`src/rtl/fft_pkg.sv`:
```
// Shared FFT datapath definitions: frame geometry, sample type, the
// reorder-stage state encoding and a bit-reversal helper.
package fft_pkg;

   localparam int N_POINTS = 8;
   localparam int LOG2N    = $clog2(N_POINTS);
   localparam int DATA_W   = 8;

   typedef logic [DATA_W-1:0] sample_t;
   typedef logic [LOG2N-1:0]  index_t;

   typedef enum logic [0:0] {
      FILL  = 1'b0,
      DRAIN = 1'b1
   } state_e;

   // Reverse the LOG2N index bits (N=8: 1 -> 4, 3 -> 6)
   function automatic index_t bitrev(input index_t idx);
      index_t rev;
      rev = '0;
      for (int i = 0; i < LOG2N; i++) begin
         rev[i] = idx[LOG2N-1-i];
      end
      return rev;
   endfunction

endpackage

```
`src/rtl/fft_input_reorder_if.sv`:
```
// Sample stream in and reordered stream out of the FFT input reorder stage.
// slave: the reorder block; master: the surrounding logic (capture + core).
interface fft_input_reorder_if #(
   parameter int DATA_W = 8,
   parameter int IDX_W  = 3
);
   logic              in_valid;
   logic [DATA_W-1:0] in_data;
   logic              in_ready;
   logic              out_valid;
   logic [DATA_W-1:0] out_data;
   logic [IDX_W-1:0]  out_index;
   logic              out_last;
   logic              out_ready;

   modport slave (
      input  in_valid,
      input  in_data,
      output in_ready,
      output out_valid,
      output out_data,
      output out_index,
      output out_last,
      input  out_ready
   );

   modport master (
      output in_valid,
      output in_data,
      input  in_ready,
      input  out_valid,
      input  out_data,
      input  out_index,
      input  out_last,
      output out_ready
   );
endinterface

```
`src/rtl/fft_bitrev.sv`:
```
// Parameterised combinational index bit reverser.
module fft_bitrev #(
   parameter int W = 3
) (
   input  logic [W-1:0] idx,
   output logic [W-1:0] rev
);

   // Mirror the index bits: bit i of the result is bit W-1-i of the input
   always_comb begin
      rev = '0;
      for (int i = 0; i < W; i++) begin
         rev[i] = idx[W-1-i];
      end
   end

endmodule

```
`src/rtl/fft_input_reorder.sv`:
```
// FFT input reorder stage: collects one frame of samples, writing each
// to its bit-reversed slot, then streams the buffer out in slot order.
// Single buffer: the next frame is accepted only once the drain finishes.
module fft_input_reorder #(
   parameter int N_POINTS = fft_pkg::N_POINTS,
   parameter int DATA_W   = fft_pkg::DATA_W
) (
   input  logic              clk,
   input  logic              rst,
   input  logic              flush,
   fft_input_reorder_if.slave bus
);
   import fft_pkg::*;

   localparam int IDX_W = $clog2(N_POINTS);

   localparam logic [0:0]       S_FILL   = FILL;
   localparam logic [0:0]       S_DRAIN  = DRAIN;
   localparam logic [IDX_W-1:0] CNT_ZERO = IDX_W'(0);
   localparam logic [IDX_W-1:0] CNT_ONE  = IDX_W'(1);
   localparam logic [IDX_W-1:0] CNT_LAST = IDX_W'(N_POINTS - 1);

   logic [0:0]        state_r;
   logic [IDX_W-1:0]  wr_cnt_r;
   logic [IDX_W-1:0]  rd_cnt_r;
   logic [DATA_W-1:0] mem_r [N_POINTS];

   logic [IDX_W-1:0]  wr_addr_s;
   logic              accept_s;
   logic              xfer_s;

   fft_bitrev #(.W(IDX_W)) u_wr_rev (
      .idx (wr_cnt_r),
      .rev (wr_addr_s)
   );

   // Handshake qualifiers; flush suppresses both the write and the read advance
   always_comb begin
      accept_s = 1'b0;
      xfer_s   = 1'b0;
      if (!flush) begin
         accept_s = (state_r == S_FILL)  && bus.in_valid;
         xfer_s   = (state_r == S_DRAIN) && bus.out_ready;
      end else begin
         accept_s = 1'b0;
         xfer_s   = 1'b0;
      end
   end

   // Frame sequencing: fill counter, drain counter and FILL/DRAIN state
   always_ff @(posedge clk or posedge rst) begin
      if (rst) begin
         state_r  <= S_FILL;
         wr_cnt_r <= CNT_ZERO;
         rd_cnt_r <= CNT_ZERO;
      end else if (flush) begin
         state_r  <= S_FILL;
         wr_cnt_r <= CNT_ZERO;
         rd_cnt_r <= CNT_ZERO;
      end else begin
         case (state_r)
            S_FILL: begin
               if (accept_s) begin
                  wr_cnt_r <= wr_cnt_r + CNT_ONE;
                  if (wr_cnt_r == CNT_LAST) begin
                     state_r <= S_DRAIN;
                  end
               end
            end
            S_DRAIN: begin
               if (xfer_s) begin
                  rd_cnt_r <= rd_cnt_r + CNT_ONE;
                  if (rd_cnt_r == CNT_LAST) begin
                     state_r <= S_FILL;
                  end
               end
            end
            default: begin
               state_r  <= S_FILL;
               wr_cnt_r <= CNT_ZERO;
               rd_cnt_r <= CNT_ZERO;
            end
         endcase
      end
   end

   // Sample buffer write into the bit-reversed slot; contents are never cleared
   always_ff @(posedge clk) begin
      if (accept_s) begin
         mem_r[wr_addr_s] <= bus.in_data;
      end
   end

   // Stream outputs decoded from state and drain counter, zero while filling
   always_comb begin
      bus.in_ready  = 1'b0;
      bus.out_valid = 1'b0;
      bus.out_data  = '0;
      bus.out_index = CNT_ZERO;
      bus.out_last  = 1'b0;
      if (state_r == S_DRAIN) begin
         bus.out_valid = 1'b1;
         bus.out_data  = mem_r[rd_cnt_r];
         bus.out_index = rd_cnt_r;
         bus.out_last  = (rd_cnt_r == CNT_LAST);
      end else begin
         bus.in_ready  = 1'b1;
      end
   end

endmodule

```
`src/flat_wrapper.sv`:
```
// flat-port wrapper written by rule: the top's interface ports become plain ports
module fft_input_reorder_flat import fft_pkg::*;
#(
   parameter int N_POINTS = fft_pkg::N_POINTS,
   parameter int DATA_W   = fft_pkg::DATA_W
)
  (clk, rst, flush, bus_in_valid, bus_in_data, bus_in_ready, bus_out_valid, bus_out_data, bus_out_index, bus_out_last, bus_out_ready);
  fft_input_reorder_if #(.DATA_W(DATA_W), .IDX_W((3))) bus_i ();
  input  logic clk;
  input  logic rst;
  input  logic flush;
  input wire logic [$bits(bus_i.in_valid)-1:0] bus_in_valid;
  input wire logic [$bits(bus_i.in_data)-1:0] bus_in_data;
  output wire logic [$bits(bus_i.in_ready)-1:0] bus_in_ready;
  output wire logic [$bits(bus_i.out_valid)-1:0] bus_out_valid;
  output wire logic [$bits(bus_i.out_data)-1:0] bus_out_data;
  output wire logic [$bits(bus_i.out_index)-1:0] bus_out_index;
  output wire logic [$bits(bus_i.out_last)-1:0] bus_out_last;
  input wire logic [$bits(bus_i.out_ready)-1:0] bus_out_ready;
  assign bus_i.in_valid = bus_in_valid;
  assign bus_i.in_data = bus_in_data;
  assign bus_in_ready = bus_i.in_ready;
  assign bus_out_valid = bus_i.out_valid;
  assign bus_out_data = bus_i.out_data;
  assign bus_out_index = bus_i.out_index;
  assign bus_out_last = bus_i.out_last;
  assign bus_i.out_ready = bus_out_ready;
  fft_input_reorder #(.N_POINTS(N_POINTS), .DATA_W(DATA_W)) u_core (.clk(clk), .rst(rst), .flush(flush), .bus(bus_i));
endmodule
```
`config.mk`:
```
export PLATFORM = sky130hd
export DESIGN_NAME = fft_input_reorder_flat
export DESIGN_NICKNAME = d
export VERILOG_FILES = /design/src/rtl/fft_pkg.sv /design/src/rtl/fft_input_reorder_if.sv /design/src/rtl/fft_bitrev.sv /design/src/rtl/fft_input_reorder.sv /design/src/flat_wrapper.sv
export SDC_FILE = /design/constraint.sdc
export NUM_CORES = 1
export LEC_CHECK = 0
export CAP_MARGIN = 20
export CORE_MARGIN = 5
export CORE_UTILIZATION = 40
export CTS_BUF_LIST = sky130_fd_sc_hd__clkbuf_16
export DETAILED_ROUTE_END_ITERATION = 10
export PLACE_DENSITY = 0.61
export RECOVER_POWER = 100
export SETUP_SLACK_MARGIN = 0.4
export SLEW_MARGIN = 25
export SYNTH_ARGS = -nofsm -noshare
export SYNTH_HDL_FRONTEND = slang
export SYNTH_HIERARCHICAL = 1
export SYNTH_SLANG_ARGS = --single-unit
```
`constraint.sdc`:
```
create_clock -name clk -period 1.8 [get_ports clk]
set_input_delay 0.18 -clock clk [delete_from_list [all_inputs] [get_ports clk]]
set_output_delay 0.18 -clock clk [all_outputs]
set_load 0.005 [all_outputs]
```
==> results.toml <==
[floorplan]
rows = 31
start_util_pct = 40.5
dieWidth_um = 95.3
die-area_sq_um = 9080
die_h_um = 95.3
io_pins = 27
core-area_sq_um = 7180

[clock_tree]
clk_latency_ns = 0.33
numCtsBuffers = 9
path_clk_slew_ns = 0.06
htree_levels = 3
cts_tree = "done"
cts_buffer_depth = 2
clock_sinks = 71
cts_root_buf = "clkbuf_16"

[power]
power.density_nw_per_um2 = 917
pwr-share-seq_pct = 46.1
ir_worst_vdd_v = 0.000516
swShare_pct = 18.6
pwr-share-comb_pct = 3.5
p_leak_nw = 1.54
clkPwrFrac_pct = 50.5
total_power_mw = 3.99
internal_power_mw = 3.25
power_switching_mw = 0.743

[detailed_routing]
vias_per_cell = 4.84
drt_wl_total_um = 6290
antenna_left = 0
dr.pass1.iters = 4
vias = 1758
drc_errors = 0
drt_iter0_markers = 70
wire_per_inst_um = 17.3

[setup_path]
crit_path_max_incr_delay_ns = 0.51
cp_num_buf_inv = 3
worstPathRequired_ns = 1.62
critPathTopFamily = "multiplexers"
slowest_stage = "mux4_2"
cp.arrival_ns = 1.87
crit_type = "reg2out"
crit_path_cell_trace = "buf_12 > buf_6 > mux4_2 > o22ai_4 > nor3_2 > buf_2"
startpoint_type = "register"
crit_path_max_fanout = 5
cp-end-kind = "primary output"

[synthesis]
synthCells = 177
ys_warn_count = 6
synth_edf_count = 64
ys.flop_type = "edfxtp_1"
synth-async-reset-ratio_pct = 9.86
syn_area_per_cell_sq_um = 16.4
synthXorXnorAreaFrac_pct = 0.602
synth_top_family_by_area = "multiplexers"
syn_area_sq_um = 2910
synth_fa_ha_area_share_pct = 1.72
synth_compound_area_share_pct = 4.95
yosysUniqueCellTypes = 28
ys_ff_latch = 71
synthSimpleGateAreaFrac_pct = 8.39
yosysSeqAreaShare_pct = 72.1
syn-num-nets = 194
muxShareOfSynthArea_pct = 9.42

[placed_design]
gp_congestion = 0.756
hpwl_um = 3760
io_buffers = 26
dp_cells = 316

[cells_and_area]
layout_commonest_cell = "edfxtp_1"
area_growth_pct = 49.6
fin_cells = 363
n_antenna_cell = 0
utilization_pct = 60.6
final_nets = 276
mostFrequentLayoutCells = "edfxtp_1, buf_6, buf_4"
drive_above_1_share_pct = 51.9
fill_cells = 528

[hold_path]
min_path_type = "in2async"

[sta]
setup_viol = 9
grt_setup_unrepaired = "yes"
slew_violations = 0
tightest_slew_ns = 0.343
period_needed_ns = 2.05
max-slew-margin-rel_pct = 77.2
fmax_mhz = 488
skew_ns = 0.00393
setup_ws_ns = -0.250
fin_crit_sh_pct = 114
hold_violations = 0

[status]
status = "complete, but fails checks"
violations = "setup timing"

[global_routing]
grt_usage_pct = 15.4
grt_first_pass_wirelength_um = 9920
grt_pass1_vias = 1816
grt_antenna_before_repair = 0
grt_overflow = 0
grt_max_degree = 20

[run]
drv_cap = 0
==> logic make-up (layout without fill, tap and decap cells) <==
logic type               after synthesis  after routing
AO/OA/AOI/OAI                         22             22
buffers and inverters                 14            101
AND/OR/NAND/NOR                       48             48
multiplexers                          16             16
XOR/XNOR                               2              2
flip-flops                            71             71
adder cells (fa/ha/maj)                4              4
==> cell usage after synthesis (2+ instances only) <==
master	number	area share, %
edfxtp_1	64	66
nor3_1	10	1.7
nand2_1	9	1.2
nor2b_1	9	1.9
a211oi_1	8	2.1
mux2_2	8	3.1
nor2_1	8	1.0
o22ai_1	8	1.7
dfrtp_1	7	6.0
mux4_2	7	5.4
a21oi_1	5	0.86
buf_4	5	1.3
and2_1	4	0.86
ha_1	4	1.7
nand2b_1	4	0.86
buf_2	3	0.52
clkbuf_1	2	0.26
nand3_1	2	0.34
==> flip-flops by register name (all words and copies together), names as in the netlist <==
signal and cells:
u_core/mem_r 64, u_core/rd_cnt_r 3, u_core/wr_cnt_r 3, u_core/state_r 1
==> metal layers <==
layer,track usage (%),vias to the layer above,wire length [um]
met3,4.18,10,201
met4,6.61,0,119
li1,-,847,-
met2,25.4,41,3170
met1,19.2,860,2800
met5,0,-,0
==> per-stage QoR <==
stage | setup TNS, ns | hold WS (ns) | setup WS [ns] | cell area [sq um]
6_report | -1.82 | 0.224 | -0.250 | 4350
5_1_grt | -2.33 | 0.237 | -0.305 | 4350
4_1_cts | -1.87 | 0.0800 | -0.279 | 4270
3_5_place_dp | -1.56 | 0.433 | -0.189 | 3540
3_3_place_gp | -1.62 | 0.438 | -0.137 | 3540
2_1_floorplan | 0 | -0.0166 | 0.240 | 2970
==> area by class of cell <==
cell class / instances / area (sq um) / area share (%)
timing repair buffer: 83 / 837 / 19.2
clock buffer: 9 / 225 / 5.18
tap: 99 / 124 / 2.85
clock inverter: 7 / 120 / 2.76
inverter: 2 / 12.5 / 0.288
sequential: 71 / 2100 / 48.3
multi-input combinational: 92 / 932 / 21.4
==> path summary, 6_finish.rpt <==
| kind | start | to | slack [ns] | cells past startpoint |
|---|---|---|---|---|
| max | u_core/rd_cnt_r[1] | bus_out_data[4] | -0.25 | 6 |
| min | rst | u_core/wr_cnt_r[0] | 0.22 | 2 |
| max reg2reg | u_core/state_r | u_core/mem_r[0][6] | 0.11 | 5 |
| min reg2reg | u_core/wr_cnt_r[2] | u_core/wr_cnt_r[2] | 0.57 | 2 |
| max in group asynchronous | rst | u_core/state_r | 1.33 | 2 |
| min in group clk | u_core/wr_cnt_r[2] | u_core/wr_cnt_r[2] | 0.57 | 2 |
==> repair_timing <==
item / in CTS / in global routing
pin swaps: 22 / 14
endpoints found under the setup margin: 80 / 81
buffers inserted: 23 / 6
resized for setup: 109 / 18
hold buffers: 0 / 0
endpoints found under the hold margin: 0 / 0
gates cloned: 2 / 0
==> power by group through the flow <==
| stage | sequential, mW | combinational [mW] | clock [mW] |
|---|---|---|---|
| after floorplan | 1.86 | 0.0694 | 0 |
| after global placement | 1.87 | 0.131 | 0 |
| after detailed placement | 1.87 | 0.132 | 0 |
| after CTS | 1.84 | 0.143 | 2.06 |
| after global routing | 1.84 | 0.150 | 2.13 |
| final | 1.84 | 0.138 | 2.01 |
Power figures use the tool's default switching activity.
